[src/rtl/decode_stage_pkg.sv]
// Shared RV32 decode definitions: opcodes, immediate formats, fetch/decode length codes.
// Combinational helpers only; no state.
`ifndef RISCV_DEFINES_SV
`define RISCV_DEFINES_SV
`define RISCV_WORD_WIDTH 32
`define RISCV_ADDR_WIDTH 32
`endif

package decode_stage_pkg;

  localparam logic [6:0] OPC_LUI      = 7'b0110111;
  localparam logic [6:0] OPC_AUIPC    = 7'b0010111;
  localparam logic [6:0] OPC_JAL      = 7'b1101111;
  localparam logic [6:0] OPC_JALR     = 7'b1100111;
  localparam logic [6:0] OPC_BRANCH   = 7'b1100011;
  localparam logic [6:0] OPC_LOAD     = 7'b0000011;
  localparam logic [6:0] OPC_STORE    = 7'b0100011;
  localparam logic [6:0] OPC_OP_IMM   = 7'b0010011;
  localparam logic [6:0] OPC_OP       = 7'b0110011;
  localparam logic [6:0] OPC_MISC_MEM = 7'b0001111;
  localparam logic [6:0] OPC_SYSTEM   = 7'b1110011;

  // Length codes shared with fetch_stage; fetch pops this many halfwords.
  localparam logic [1:0] LEN_NONE = 2'd0;
  localparam logic [1:0] LEN_HALF = 2'd1;
  localparam logic [1:0] LEN_WORD = 2'd2;

  typedef enum logic [2:0] {IMM_NONE, IMM_I, IMM_S, IMM_B, IMM_U, IMM_J} imm_fmt_e;

  function automatic imm_fmt_e imm_fmt(input logic [6:0] op);
    case (op)
      OPC_OP_IMM, OPC_LOAD, OPC_JALR, OPC_SYSTEM: return IMM_I;
      OPC_STORE:                                  return IMM_S;
      OPC_BRANCH:                                 return IMM_B;
      OPC_LUI, OPC_AUIPC:                         return IMM_U;
      OPC_JAL:                                    return IMM_J;
      default:                                    return IMM_NONE;
    endcase
  endfunction

  function automatic logic opcode_legal(input logic [6:0] op);
    case (op)
      OPC_LUI, OPC_AUIPC, OPC_JAL, OPC_JALR, OPC_BRANCH, OPC_LOAD, OPC_STORE,
      OPC_OP_IMM, OPC_OP, OPC_MISC_MEM, OPC_SYSTEM: return 1'b1;
      default:                                      return 1'b0;
    endcase
  endfunction

  function automatic logic [31:0] enc_i(input logic [11:0] imm, input logic [4:0] rs1,
                                        input logic [2:0] f3, input logic [4:0] rd,
                                        input logic [6:0] op);
    return {imm, rs1, f3, rd, op};
  endfunction

  function automatic logic [31:0] enc_s(input logic [11:0] imm, input logic [4:0] rs2,
                                        input logic [4:0] rs1, input logic [2:0] f3);
    return {imm[11:5], rs2, rs1, f3, imm[4:0], OPC_STORE};
  endfunction

  function automatic logic [31:0] enc_b(input logic [12:1] imm, input logic [4:0] rs1,
                                        input logic [2:0] f3);
    return {imm[12], imm[10:5], 5'd0, rs1, f3, imm[4:1], imm[11], OPC_BRANCH};
  endfunction

  function automatic logic [31:0] enc_j(input logic [20:1] imm, input logic [4:0] rd);
    return {imm[20], imm[10:1], imm[11], imm[19:12], rd, OPC_JAL};
  endfunction

  function automatic logic [31:0] enc_r(input logic [6:0] f7, input logic [4:0] rs2,
                                        input logic [4:0] rs1, input logic [2:0] f3,
                                        input logic [4:0] rd);
    return {f7, rs2, rs1, f3, rd, OPC_OP};
  endfunction

endpackage

[src/rtl/decode_stage_rvc_expander.sv]
// RV32C to RV32I expander, purely combinational; F/D loads/stores and reserved encodings flag illegal.
module rvc_expander
  import decode_stage_pkg::*;
(
  input  logic [15:0] c_instr,
  output logic [31:0] instr,
  output logic        illegal
);

  logic [15:0] c;
  logic [4:0]  rd, rs2, rdp, rs1p;
  logic [11:0] imm6, imm16sp, uimm4spn, uimm_lw, uimm_lwsp, uimm_swsp;
  logic [12:1] boff;
  logic [20:1] joff;
  logic [19:0] lui_imm;

  assign c         = c_instr;
  assign rd        = c[11:7];
  assign rs2       = c[6:2];
  assign rdp       = {2'b01, c[4:2]};
  assign rs1p      = {2'b01, c[9:7]};
  assign imm6      = {{6{c[12]}}, c[12], c[6:2]};
  assign imm16sp   = {{2{c[12]}}, c[12], c[4:3], c[5], c[2], c[6], 4'b0};
  assign uimm4spn  = {2'b0, c[10:7], c[12:11], c[5], c[6], 2'b00};
  assign uimm_lw   = {5'b0, c[5], c[12:10], c[6], 2'b00};
  assign uimm_lwsp = {4'b0, c[3:2], c[12], c[6:4], 2'b00};
  assign uimm_swsp = {4'b0, c[8:7], c[12:9], 2'b00};
  assign boff      = {{4{c[12]}}, c[12], c[6:5], c[2], c[11:10], c[4:3]};
  assign joff      = {{9{c[12]}}, c[12], c[8], c[10:9], c[6], c[7], c[2], c[11], c[5:3]};
  assign lui_imm   = {{14{c[12]}}, c[12], c[6:2]};

  always_comb begin
    instr   = {16'b0, c};
    illegal = 1'b0;
    case (c[1:0])
      2'b00: case (c[15:13])
        3'b000: begin
          instr   = enc_i(uimm4spn, 5'd2, 3'b000, rdp, OPC_OP_IMM);
          illegal = (uimm4spn == 12'd0);
        end
        3'b010:  instr = enc_i(uimm_lw, rs1p, 3'b010, rdp, OPC_LOAD);
        3'b110:  instr = enc_s(uimm_lw, rdp, rs1p, 3'b010);
        default: illegal = 1'b1;
      endcase
      2'b01: case (c[15:13])
        3'b000: instr = enc_i(imm6, rd, 3'b000, rd, OPC_OP_IMM);
        3'b001: instr = enc_j(joff, 5'd1);
        3'b010: instr = enc_i(imm6, 5'd0, 3'b000, rd, OPC_OP_IMM);
        3'b011: begin
          // rd=x2 selects c.addi16sp; both forms reserve a zero immediate.
          illegal = ({c[12], c[6:2]} == 6'd0);
          if (rd == 5'd2) instr = enc_i(imm16sp, 5'd2, 3'b000, 5'd2, OPC_OP_IMM);
          else            instr = {lui_imm, rd, OPC_LUI};
        end
        3'b100: case (c[11:10])
          2'b00: begin
            instr   = enc_i({7'b0, c[6:2]}, rs1p, 3'b101, rs1p, OPC_OP_IMM);
            illegal = c[12];
          end
          2'b01: begin
            instr   = enc_i({7'b0100000, c[6:2]}, rs1p, 3'b101, rs1p, OPC_OP_IMM);
            illegal = c[12];
          end
          2'b10: instr = enc_i(imm6, rs1p, 3'b111, rs1p, OPC_OP_IMM);
          default: begin
            illegal = c[12];
            case (c[6:5])
              2'b00:   instr = enc_r(7'b0100000, rdp, rs1p, 3'b000, rs1p);
              2'b01:   instr = enc_r(7'b0, rdp, rs1p, 3'b100, rs1p);
              2'b10:   instr = enc_r(7'b0, rdp, rs1p, 3'b110, rs1p);
              default: instr = enc_r(7'b0, rdp, rs1p, 3'b111, rs1p);
            endcase
          end
        endcase
        3'b101:  instr = enc_j(joff, 5'd0);
        3'b110:  instr = enc_b(boff, rs1p, 3'b000);
        default: instr = enc_b(boff, rs1p, 3'b001);
      endcase
      2'b10: case (c[15:13])
        3'b000: begin
          instr   = enc_i({7'b0, c[6:2]}, rd, 3'b001, rd, OPC_OP_IMM);
          illegal = c[12];
        end
        3'b010: begin
          instr   = enc_i(uimm_lwsp, 5'd2, 3'b010, rd, OPC_LOAD);
          illegal = (rd == 5'd0);
        end
        3'b100: begin
          if (!c[12]) begin
            if (rs2 == 5'd0) begin
              instr   = enc_i(12'd0, rd, 3'b000, 5'd0, OPC_JALR);
              illegal = (rd == 5'd0);
            end else begin
              instr = enc_r(7'b0, rs2, 5'd0, 3'b000, rd);
            end
          end else if (rs2 == 5'd0) begin
            if (rd == 5'd0) instr = 32'h0010_0073;
            else            instr = enc_i(12'd0, rd, 3'b000, 5'd1, OPC_JALR);
          end else begin
            instr = enc_r(7'b0, rs2, rd, 3'b000, rd);
          end
        end
        3'b110:  instr = enc_s(uimm_swsp, rs2, 5'd2, 3'b010);
        default: illegal = 1'b1;
      endcase
      default: illegal = 1'b1;
    endcase
  end

endmodule

[src/rtl/decode_stage.sv]
// Decode stage: length detect, RVC expand, field extract into the ID/EX register.
// One cycle from accept to id_valid_o; holds contents while execute stalls, drops them on flush.
`ifndef RISCV_WORD_WIDTH
`define RISCV_WORD_WIDTH 32
`endif
`ifndef RISCV_ADDR_WIDTH
`define RISCV_ADDR_WIDTH 32
`endif
module decode_stage
  import decode_stage_pkg::*;
#(
  parameter bit RVC_EN = 1'b1
) (
  input  logic                         clk,
  input  logic                         rst_n,
  input  logic [`RISCV_WORD_WIDTH-1:0] instr_i,
  input  logic [`RISCV_ADDR_WIDTH-1:0] instr_addr_i,
  input  logic                         instr_valid_i,
  output logic [1:0]                   retired_len_o,
  output logic                         fetch_req_o,
  input  logic                         halt_i,
  input  logic                         flush_i,
  input  logic                         ex_ready_i,
  output logic                         id_valid_o,
  output logic [31:0]                  id_instr_o,
  output logic [`RISCV_ADDR_WIDTH-1:0] id_pc_o,
  output logic [`RISCV_ADDR_WIDTH-1:0] id_pc_next_o,
  output logic [4:0]                   id_rs1_o,
  output logic [4:0]                   id_rs2_o,
  output logic [4:0]                   id_rd_o,
  output logic [31:0]                  id_imm_o,
  output logic                         id_compressed_o,
  output logic                         id_illegal_o
);

  logic        compressed, accept, dec_illegal, rvc_illegal;
  logic [31:0] dec_instr, rvc_instr, dec_imm;
  logic [`RISCV_ADDR_WIDTH-1:0] pc_next;

  if (RVC_EN) begin : g_rvc
    rvc_expander u_rvc (
      .c_instr (instr_i[15:0]),
      .instr   (rvc_instr),
      .illegal (rvc_illegal)
    );
  end else begin : g_no_rvc
    assign rvc_instr   = {16'b0, instr_i[15:0]};
    assign rvc_illegal = 1'b1;
  end

  assign compressed  = (instr_i[1:0] != 2'b11);
  assign dec_instr   = compressed ? rvc_instr : instr_i[31:0];
  assign dec_illegal = compressed ? rvc_illegal : !opcode_legal(dec_instr[6:0]);
  assign pc_next     = instr_addr_i + (compressed ? `RISCV_ADDR_WIDTH'(2) : `RISCV_ADDR_WIDTH'(4));

  // rst_n gates the handshake so fetch sees no pop while reset is held.
  assign accept        = rst_n & instr_valid_i & ~flush_i & (~id_valid_o | ex_ready_i);
  assign retired_len_o = accept ? (compressed ? LEN_HALF : LEN_WORD) : LEN_NONE;
  assign fetch_req_o   = rst_n & ~halt_i & ~flush_i;

  always_comb begin
    dec_imm = 32'd0;
    case (imm_fmt(dec_instr[6:0]))
      IMM_I:   dec_imm = {{20{dec_instr[31]}}, dec_instr[31:20]};
      IMM_S:   dec_imm = {{20{dec_instr[31]}}, dec_instr[31:25], dec_instr[11:7]};
      IMM_B:   dec_imm = {{19{dec_instr[31]}}, dec_instr[31], dec_instr[7],
                          dec_instr[30:25], dec_instr[11:8], 1'b0};
      IMM_U:   dec_imm = {dec_instr[31:12], 12'b0};
      IMM_J:   dec_imm = {{11{dec_instr[31]}}, dec_instr[31], dec_instr[19:12],
                          dec_instr[20], dec_instr[30:21], 1'b0};
      default: dec_imm = 32'd0;
    endcase
  end

  always_ff @(posedge clk or negedge rst_n) begin
    if (!rst_n) begin
      id_valid_o      <= 1'b0;
      id_instr_o      <= '0;
      id_pc_o         <= '0;
      id_pc_next_o    <= '0;
      id_rs1_o        <= '0;
      id_rs2_o        <= '0;
      id_rd_o         <= '0;
      id_imm_o        <= '0;
      id_compressed_o <= 1'b0;
      id_illegal_o    <= 1'b0;
    end else if (flush_i) begin
      id_valid_o <= 1'b0;
    end else if (accept) begin
      id_valid_o      <= 1'b1;
      id_instr_o      <= dec_instr;
      id_pc_o         <= instr_addr_i;
      id_pc_next_o    <= pc_next;
      id_rs1_o        <= dec_instr[19:15];
      id_rs2_o        <= dec_instr[24:20];
      id_rd_o         <= dec_instr[11:7];
      id_imm_o        <= dec_imm;
      id_compressed_o <= compressed;
      id_illegal_o    <= dec_illegal;
    end else if (ex_ready_i) begin
      id_valid_o <= 1'b0;
    end
  end

endmodule
[config.mk]
export PLATFORM = sky130hd
export DESIGN_NAME = decode_stage
export DESIGN_NICKNAME = d
export VERILOG_FILES = /design/src/rtl/decode_stage_pkg.sv /design/src/rtl/decode_stage_rvc_expander.sv /design/src/rtl/decode_stage.sv
export SDC_FILE = /design/constraint.sdc
export NUM_CORES = 1
export LEC_CHECK = 0
export BUFFER_PORTS_ARGS = -buffer_cell sky130_fd_sc_hd__buf_4
export CORE_ASPECT_RATIO = 1.1
export CORE_MARGIN = 1.5
export CORE_UTILIZATION = 40
export DETAILED_ROUTE_END_ITERATION = 10
export GPL_ROUTABILITY_DRIVEN = 0
export GPL_TIMING_DRIVEN = 0
export SYNTH_ARGS = -nofsm -noshare
export SYNTH_HDL_FRONTEND = slang
export SYNTH_SLANG_ARGS = --single-unit
[constraint.sdc]
create_clock -name clk -period 2.35 [get_ports clk]
set_input_delay 0.1175 -clock clk [delete_from_list [all_inputs] [get_ports clk]]
set_output_delay 0.1175 -clock clk [all_outputs]
set_load 0.02 [all_outputs]
# Word level (Yosys, flattened, before mapping)
# Index checks and enable logic that the tools add are counted.
# classes
n_bitwise	9
n_addsub	1
n_reduce_logical	15
eq_ne	30
mux	29
# op_table
operator	count
$pmux W32 S7	1
$pmux W32 S3	2
$pmux W32 S5	1
$pmux W32 S4	1
$pmux W31 S3	1
$pmux W30 S3	1
$mux W25	3
$add A32 B3 Y32	1
$mux W32	1
$mux W29	1
$eq A7 B7 Y1 const B	4
$eq A7 B6 Y1 const B	3
$mux W21	1
$eq A3 B3 Y1 const B	5
$pmux W3 S5	1
$eq A7 B5 Y1 const B	2
$eq A3 B2 Y1 const B	4
$logic_not A12 Y1	1
$reduce_or A11 Y1	1
$logic_not A5 Y1	2
$mux W1	8
$eq A7 B2 Y1 const B	1
$eq A7 B4 Y1 const B	1
$eq A2 B1 Y1 const B	3
other kinds (20)	34
# totals
output_inout_bits	149
register_bits	146
input_bits	70
elab_cells	94

# Longest topological paths before layout
# Gate-level depths: netlist (run 1).
# logic_depth
depth_word	12
mapped_depth	16
depth_no_buf	12

# Hierarchy
# Synthesis (run 1) repeated with hierarchy kept, for this count alone.
# unflattened
hier_cells	985
hier_area_um2	8222.9
# by_module_without_submodules
module	area_each_um2	cells_each	n_inst	seq_area_each_um2
decode_stage	6317.3	675	1	3253.1
rvc_expander	1905.6	310	1	0.0

# Worst setup path before layout (run 1)
# Ideal clock, no wire load.
# synth_timing
kind	input to register
start	input instr_i[0]
end	register id_pc_next_o[29]
setup_ps	83
setup_slack_ps	-1063
path_stages	16
t_arrival_ps	3330
path_buffers	4
t_required_ps	2267
cell_sequence	ha_1 buf_2 inv_1 clkbuf_1 buf_2 clkbuf_1 ha_1 inv_1 fa_1 nor4_1 and2_1 nand2_1 nor2_1 nand3_1 xor2_1 o21ai_0
# synth_via
elab_chain_cells	3
# synth_lines
item	line_no	source
start, declared	decode_stage.sv:16	input logic [`RISCV_WORD_WIDTH-1:0] instr_i,
$ne A2 B2 Y1	decode_stage.sv:51	assign compressed = (instr_i[1:0] != 2'b11);
named net compressed	decode_stage.sv:36	logic compressed, accept, dec_illegal, rvc_illegal;
$mux W3	decode_stage.sv:54	assign pc_next = instr_addr_i + (compressed ? `RISCV_ADDR_WIDTH'(2) : `RISCV_ADDR_WIDTH'(4));
$add A32 B3 Y32	decode_stage.sv:54	
end signal, assigned	decode_stage.sv:93	id_pc_next_o <= pc_next;
end, declared	decode_stage.sv:27	output logic [`RISCV_ADDR_WIDTH-1:0] id_pc_next_o,
# The timed path passes the listed nets, and every way through them passes these cells.
# A chain may end at the register's enable or synchronous reset.

# Worst setup path after layout (run 1)
# layout_timing
start	input instr_i[5]
end	register id_imm_o[27]
# layout_via
elab_chain_cells	11
elab_cells_between_ends	26
cone_classes	14 x eq/ne; 9 x mux; 3 x reduce/logical
# layout_lines
item	line_no	source
$logic_not A5 Y1	decode_stage_rvc_expander.sv:90, decode_stage_rvc_expander.sv:96	
$mux W25, on equally long branches	decode_stage_rvc_expander.sv:96, decode_stage_rvc_expander.sv:90	
$mux W25	decode_stage_rvc_expander.sv:89	if (!c[12]) begin
$pmux W32 S4	decode_stage_rvc_expander.sv:79	2'b10: case (c[15:13])
$pmux W32 S3	decode_stage_rvc_expander.sv:35	case (c[1:0])
$mux W32 *	decode_stage.sv:52	assign dec_instr = compressed ? rvc_instr : instr_i[31:0];
$eq A7 B5 Y1 (tied with other cells)	decode_stage_pkg.sv:31	case (op)
$reduce_or A4 Y1 / $reduce_or A2 Y1 (equally long branches)	decode_stage_pkg.sv:31	
$pmux W3 S5 *	decode_stage_pkg.sv:31	
$eq A3 B3 Y1 (tied with other cells)	decode_stage.sv:63	case (imm_fmt(dec_instr[6:0]))
$pmux W32 S5 *	decode_stage.sv:63	
end signal, assigned	decode_stage.sv:97	id_imm_o <= dec_imm;
end, declared	decode_stage.sv:31	output logic [31:0] id_imm_o,
# Every way passes the cells marked *; elsewhere a longest branch is shown, timed or not.

==> results.md, run 1 <==
- FF-to-FF setup slack: approximately 170 ps
- DRC violations left: 0
- Top_reg_cell synth: dfrtp_1
- CTS H-tree depth: 4
- Chip height: 149 µm
- Post-Synthesis Cells: 937
- Detailed Route WL: between 30,000 and 40,000 µm
- CP max-delay cell: or4_4
- Layout Skew: 8.02 ps
- GRT Util Overall: about 30%
- Wirelength per Cell: ~20 µm
- Synth warnings: 0
- GR Util met1: between 30 and 40%
- Io pins: 219
- CP arrival: about 2700 ps
- Synth unique cells: 86
- Crit-path max cell delay: just under 600 ps
- Reg2Reg Depth: 6
- Antenna violations before repair: 0
- WS Path Type: in -> reg
- Die ar.: roughly 20,000 µm²
- Synth Net Count: between 1k and 1.5k
- Row cnt: 53
- Clock Path Buffers: 2
- Clock Pin Slew Worst Setup and Hold Paths: about 60 ps
- Hold wc startpoint: instr_addr_i[2]
- Peak supply drop: around 0.0005 V
- Post-synthesis average cell area: roughly 8.3 µm²
- Synthesized cell area: just under 8000 µm²
- WP depth: 10
- Layout cells sized above 1: 31.4%
- IO Port Bufs: between 200 and 250
- Async set or reset register ratio after synthesis: between 90% and 100%
- CTS tree: done
- Crit path to: id_imm_o[27]
- DP Wirelength: 21,900 µm
- GR peak layer: met2
- Most frequent cells in the layout: buf_4 (246), nand2_1 (245), dfrtp_1 (130), o21ai_0 (71), nor2_1 (42)
- Starting DRT DRC Count: roughly 930
- DR vias/cell: about 5.7
- Number of synthesized flops with an enable pin: 0
- Core region area: ~19,000 µm²
- # diodes: 0
- Post-route ant nets: 0
- Met2 usage: between 40% and 50%
- Via count: roughly 8.5k
- R2R Path End: id_imm_o[14]
- Setup TNS: 0 ps
- Period minus WS final: 2330 ps
- Buf/Inv on CP: 2
- HP Class: in -> reg
- Top cells by area, synth: dfrtp_1 (42%), nand2_1 (12%), o21ai_0 (5.1%), a21oi_1 (2.5%), clkbuf_1 (2.4%)
- Leak: around 0.0054 µW
- Yosys reg bits: 130
- CTS Buf Count: 17
- Crit-path max FO: 10
- Number of global-route vias before repair: 8,290
- Die W: roughly 140 µm
- Met3 Use GR: a little under a tenth
- Overflow after GRT: 0
- DR pass1 iterations: 6
- PwrDens: about 700 nW/µm²
- Final period util: a little under 100%
- FILL cells: 1,735
- Slew Limit Fails: 0
- Area delta synth->final: 45.6%
- Reg-to-Reg Start: id_valid_o
- Cell taking the most area after synthesis: dfrtp_1
- CTS Sinks: 130
- Synth top area share: 41.9%
- Outcome: complete, no violations
- Worst path cell trace: buf_6 -> or4_4 -> or4_4 -> nand3b_1 -> a21o_4 -> nand2_4 -> o32a_1 -> buf_6 -> a21boi_0 -> o21ai_1
- First-pass GRT wire length: 46,900 µm
- Worst slew pin tran: about 900 ps
- Max-Cap Viols: 0
- Initial core utilization: 40.8%
- RSZ-0062 raised after global routing: false
- Final setup viols: 0
- Hold Vio Cnt, Final: 0
- Root buf cell: clkbuf_16
- Worst setup startpoint: instr_i[5]
- Worst skew pair latency: between 400 and 500 ps
- Seq/Total Area, Yosys: approximately two fifths
- CP Launch Type: primary input
- Crit. End Element: flip-flop
- Largest net degree at the start of global routing: 46
- WP data required: approximately 2700 ps
- F_max: 429 MHz
- Hold Path Cell Cnt: 3
- Nets: 1,300
- Final total power: slightly below 8000 µW
- Most common cell after layout, fill and taps aside: buf_4
- CP delay by family, top: simple AND/OR/NAND/NOR gates
- Max-Slew Margin vs Limit: ~40%
[power by group]
group / leakage, µW / switching (µW) / internal (µW)
clock: 0.000289 / 978 / 1710
combinational: 0.00339 / 1450 / 1050
sequential: 0.00167 / 207 / 2550
total: 0.00536 / 2640 / 5310
[worst min path at each step]
stage	end	slack, ps
3_5_place_dp	id_instr_o[15]	70
3_3_place_gp	id_valid_o	300
5_1_grt	id_pc_o[2]	90
2_1_floorplan	id_compressed_o	-180
6_report	id_pc_o[2]	60
4_1_cts	id_instr_o[8]	50
[routing by layer]
| layer | up-vias | routed length (µm) |
|---|---|---|
| met2 | 489 | 14200 |
| met5 | - | 0 |
| met4 | 0 | 1410 |
| li1 | 3872 | - |
| met3 | 119 | 2920 |
| met1 | 3997 | 11700 |
[sequential cells by signal, indices dropped and copies added, names as in the netlist]
register and flops:
id_compressed_o 1, id_valid_o 1, id_imm_o 32, id_instr_o 32
id_illegal_o 1, id_pc_next_o 31, id_pc_o 32
[logic make-up (layout without fill, tap and decap cells)]
family,Yosys count,count (layout),synth area share (%)
AO/OA/AOI/OAI,270,270,24.0
buffers and inverters,98,396,6.02
flip-flops,130,130,41.9
AND/OR/NAND/NOR,399,399,23.0
XOR/XNOR,30,30,3.39
adder cells (fa/ha/maj),7,7,1.23
multiplexers,3,3,0.419
[worst register-to-register path, cell delays in order, from the launching register on]
cell and delay, ps:
dfrtp_1 380, nor2b_1 160, nor3_2 490, buf_6 220
nand2_1 240, nor3_4 410, a221o_1 200
[cell usage after synthesis, types with 9 or more instances]
library cell  instances
dfrtp_1             130
buf_4                18
clkbuf_1             50
nor2_1               45
nand4_1              10
nand2_1             248
nor2b_1              10
xnor2_1               9
nor3_1               14
buf_1                 9
a21oi_1              39
nand3_1              20
xor2_1               21
o21ai_0              79
a22o_1               14
o22ai_1              12
inv_1                12
a221o_1              11
[per-stage QoR]
stage	instances	worst slack [ps]	util [%]	hold slack (ps)	instance area, µm²
6_report	1482	21.2	59.4	59.3	11300
5_1_grt	1482	4.90	59.4	91.0	11300
4_1_cts	1483	2.85	58.9	51.2	11200
3_5_place_dp	1401	-946	52.1	72.4	9920
3_3_place_gp	1399	-2150	51.9	299	9870
2_1_floorplan	937	-139	-	-178	7950
[repair_timing]
item,in CTS,in global routing
setup buffers,16,1
hold endpoints to repair,79,0
pin swaps,17,5
endpoints found under the setup margin,105,69
resized for setup,50,31
cloned,1,0
hold buffers,38,0
[final cells by class]
cell class              count  area, µm²  share of cell area [%]
multi-input cells         709       4340                    38.4
clock buffers              21        460                    4.08
clock inverters            10        134                    1.19
inverters                  13       61.3                   0.543
flip-flops and latches    130       3250                    28.8
repair buffers            273       2270                    20.1
well taps                 247        309                    2.74
plain buffers              79        473                    4.19
Note: power is estimated with default switching activity, not from simulation.
==> run 2, diff against run 1 <==
--- a/config.mk
+++ b/config.mk
@@ -5,13 +5,15 @@
 export SDC_FILE = /design/constraint.sdc
 export NUM_CORES = 1
 export LEC_CHECK = 0
+export ABC_AREA = 1
 export BUFFER_PORTS_ARGS = -buffer_cell sky130_fd_sc_hd__buf_4
 export CORE_ASPECT_RATIO = 1.1
-export CORE_MARGIN = 1.5
+export CORE_MARGIN = 2
 export CORE_UTILIZATION = 40
 export DETAILED_ROUTE_END_ITERATION = 10
 export GPL_ROUTABILITY_DRIVEN = 0
 export GPL_TIMING_DRIVEN = 0
+export SETUP_SLACK_MARGIN = 0.3
 export SYNTH_ARGS = -nofsm -noshare
 export SYNTH_HDL_FRONTEND = slang
 export SYNTH_SLANG_ARGS = --single-unit
==> results.md, run 2 <==
- Outcome: finished, violations left
- Violated checks: DRC, hold timing
- Largest family of logic cells by synthesized area: simple AND/OR/NAND/NOR gates
- # diodes: 0 (unchanged)
- Post-route ant nets: 0 (unchanged)
- PwrDens: 668 nW/µm² (-5.1%)
- Hold Vio Cnt, Final: 65 (+65)
- Worst slew pin tran: 716 ps (-180 ps)
- Crit. End Element: flip-flop
- Part of the power in combinational logic: 31.8% (+0.4 points)
- Yosys reg bits: 130 (unchanged)
- FF-to-FF setup slack: 530 ps (+360 ps)
- Fin area: 11,800 µm² (+4.5%)
- Leak: 0.00644 µW (+20%)
- Area delta synth->final: 44.7%
- Setup TNS: 0 ps (unchanged)
- Synthesized cell area: 8160 µm² (+5.2%)
- R2R Path End: id_pc_next_o[14]
- Starting DRT DRC Count: 1,118 (+21%)
- Cell Area, Placed: 10,200 µm² (+3.0%)
- Slew Limit Fails: 0 (unchanged)
- Async set or reset register ratio after synthesis: 100% (unchanged)
- Placed cell count: 1,698 (+21%)
- Synth Net Count: 1,306 (+29%)
- Largest net degree at the start of global routing: 69 (+50%)
- Clock Power Share: 32.5% (-1.3 points)
- DR vias/cell: 5.41 (-5.4%)
- Overflow after GRT: 0 (unchanged)
- Synth top area share: 39.9% (-2.1 points)
- First-pass GRT wire length: 50,100 µm (+7.0%)
- Post-synthesis average cell area: 6.64 µm² (-20%)
- P_int: 5000 µW (-5.9%)
- Reg2Reg Depth: 10 (+4)
- Worst setup startpoint: instr_i[1]
- Initial core utilization: 40.9% (+0.18 points)
- Max-Cap Viols: 0 (unchanged)
- Core region area: 19,900 µm² (+4.7%)
- Mux cell area share after synthesis: 0% (-0.42 points)
- Count leader, synth: nand2_1
- Number of synthesized flops with an enable pin: 0 (unchanged)
- FILL cells: 1,958 (+13%)
- CTS Sinks: 130 (unchanged)
- F_max: 448 MHz (+4.2%)
- Adder-cell share of the synthesized area: 1.17% (-0.060 points)
- DR pass1 iterations: 11 (+5)
- Chip height: 154 µm (+3.2%)
- RSZ-0062 raised after global routing: true
- Max-Slew Margin vs Limit: 51.5% (+12 points)
- DP Wirelength: 23,900 µm (+9.5%)
- Wirelength per Cell: 18.2 µm (-11%)
- IO Port Bufs: 216 (+0.47%)
- Die W: 140 µm (+3.2%)
- Via count: 9,746 (+15%)
- CTS tree: done
- Clock Pin Slew Worst Setup and Hold Paths: 70 ps (about the same)
- Most common cell after layout, fill and taps aside: nand2_1
- Die ar.: 21,600 µm² (+6.5%)
- Most frequent cells in the layout: nand2_1 (491), buf_4 (266), dfrtp_1 (130), nor2_1 (110), inv_1 (75)
- Biggest regs: id_imm_o x32, id_instr_o x32, id_pc_o x32
- Worst skew pair latency: 430 ps (about the same)
- Final Core Density: 59.2% (-0.11 points)
- WP data required: 2650 ps (-50 ps)
- Final hold slack: -327 ps (-386 ps)
- Reg-to-Reg Start: id_valid_o
- Crit-path max FO: 3 (-7)
- Clock Path Buffers: 2 (unchanged)
- Hold_buf cts: 30 (-21%)
- Cell taking the most area after synthesis: dfrtp_1
- Top cells by area, synth: dfrtp_1 (40%), nand2_1 (23%), nor2_1 (5.6%), nand3_1 (4.5%), o21ai_0 (4.1%)
- Period minus WS final: 2230 ps (-94.7 ps)
- Detailed Route WL: 32,800 µm (+8.1%)
- Root buf cell: clkbuf_16
- Fin worst setup slack: 116 ps (+94.7 ps)
- Post-Synthesis Cells: 1,229 (+31%)
- Io pins: 219 (unchanged)
- Nets: 1,613 (+24%)
- DRC violations left: 21 (+21)
- Post-synthesis compound-gate area fraction: 11.8% (-12 points)
- Synth warnings: 0 (unchanged)
- Layout cells sized above 1: 29.2% (-2.2 points)
- Sequential power share: 35.6% (+0.9 points)
- Synth unique cells: 42 (-51%)
- WS Path Type: in -> reg
- CTS Buf Count: 17 (unchanged)
- Final setup viols: 0 (unchanged)
- GRT Util Overall: 29.9% (-0.51 points)
- Setup Slack @ Placement: -1010 ps (-64.0 ps)
- Xor and xnor area share after synthesis: 0.215% (-3.2 points)
- CTS H-tree depth: 4 (unchanged)
- Antenna violations before repair: 0 (unchanged)
- Seq/Total Area, Yosys: 39.9% (-2.1 points)
- Layout Skew: 13.9 ps (+5.92 ps)
- HP Class: in -> async
- Switch share: 36.6% (+3.5 points)
- Top post-synthesis cells by count: nand2_1 (504), dfrtp_1 (130), nor2_1 (122)
- Non-filler cells, final: 1,801 (+22%)
- Synth Area in Simple Gates: 38.2% (+15 points)
- NetSw: 2890 µW (+9.5%)
- Final period util: 95.1% (-4.0 points)
- CP Launch Type: primary input
- Row cnt: 54 (+1.9%)
- CP arrival: 2540 ps (-130 ps)
- Top_reg_cell synth: dfrtp_1
- Number of global-route vias before repair: 9,035 (+9.0%)
- Peak supply drop: 0.000527 V (+7.3%)
-- run 2: final cells by class --
type | count | area (µm²) | area share [%]
clock buffers | 18 | 439 | 3.72
clock inverters | 14 | 121 | 1.03
flip-flops and latches | 130 | 3250 | 27.5
inverters | 96 | 378 | 3.20
multi-input cells | 934 | 4530 | 38.4
plain buffers | 69 | 468 | 3.96
repair buffers | 288 | 2300 | 19.5
well taps | 252 | 315 | 2.67
-- run 2: logic make-up (layout without fill, tap and decap cells) --
family / Yosys count / in the layout
buffers and inverters: 165 / 485
and+or+nand+nor: 757 / 757
adders and majority gates: 7 / 7
AOI/OAI and AO/OA: 168 / 168
DFF: 130 / 130
xor gates and xnor gates: 2 / 2
-- run 2: worst max-delay path, stage by stage --
cell	delay (ps)
buf_8	100
ha_4	150
buf_8	120
clkinv_4	40
clkbuf_16	120
buf_12	90
ha_4	140
inv_2	40
fa_2	360
nor3_4	170
nand2_2	100
nor2_4	130
nand2_4	80
inv_4	70
nand4_1	180
nor3_2	290
nand3b_1	140
nand3_1	80
-- run 2: power by group through the flow --
stage          registers [µW]  logic [µW]  clock network, µW
6_report                 2810        2510               2570
5_1_grt                  2850        2680               2700
4_1_cts                  2810        2450               2590
3_5_place_dp             2840        2360                  0
3_3_place_gp             2840        2340                  0
2_1_floorplan            3210         845                  0
-- run 2: timing repair --
item                                    4_1_cts  5_1_grt
setup buffers                                22       18
pin swaps                                    19       23
hold endpoints to repair                    104       65
gates cloned                                  0        1
endpoints found under the setup margin      115      114
resized for setup                            50      100
-- run 2: per-layer routing --
layer	global-route usage, %	vias up	routed length, µm
li1	-	4563	-
met1	39.8	4432	13300
met2	47.0	614	14700
met3	7.19	137	3260
met4	11.9	0	1490
met5	0	-	0
-- run 2: how the worst max path moves through the flow --
stage | endpoint | slack [ps] | depth (start not counted)
2_1_floorplan | id_pc_next_o[25] | -200 | 17
3_3_place_gp | id_instr_o[18] | -1090 | 10
3_5_place_dp | id_pc_next_o[25] | -1010 | 18
4_1_cts | id_pc_next_o[29] | 120 | 18
5_1_grt | id_pc_next_o[25] | -9 | 18
6_report | id_pc_next_o[25] | 120 | 18
-- run 2: per-stage QoR --
stage	total power, µW	hold slack, ps
5_1_grt	8230	-289
3_5_place_dp	5200	161
2_1_floorplan	4050	-178
6_report	7890	-327
4_1_cts	7840	-297
3_3_place_gp	5180	287
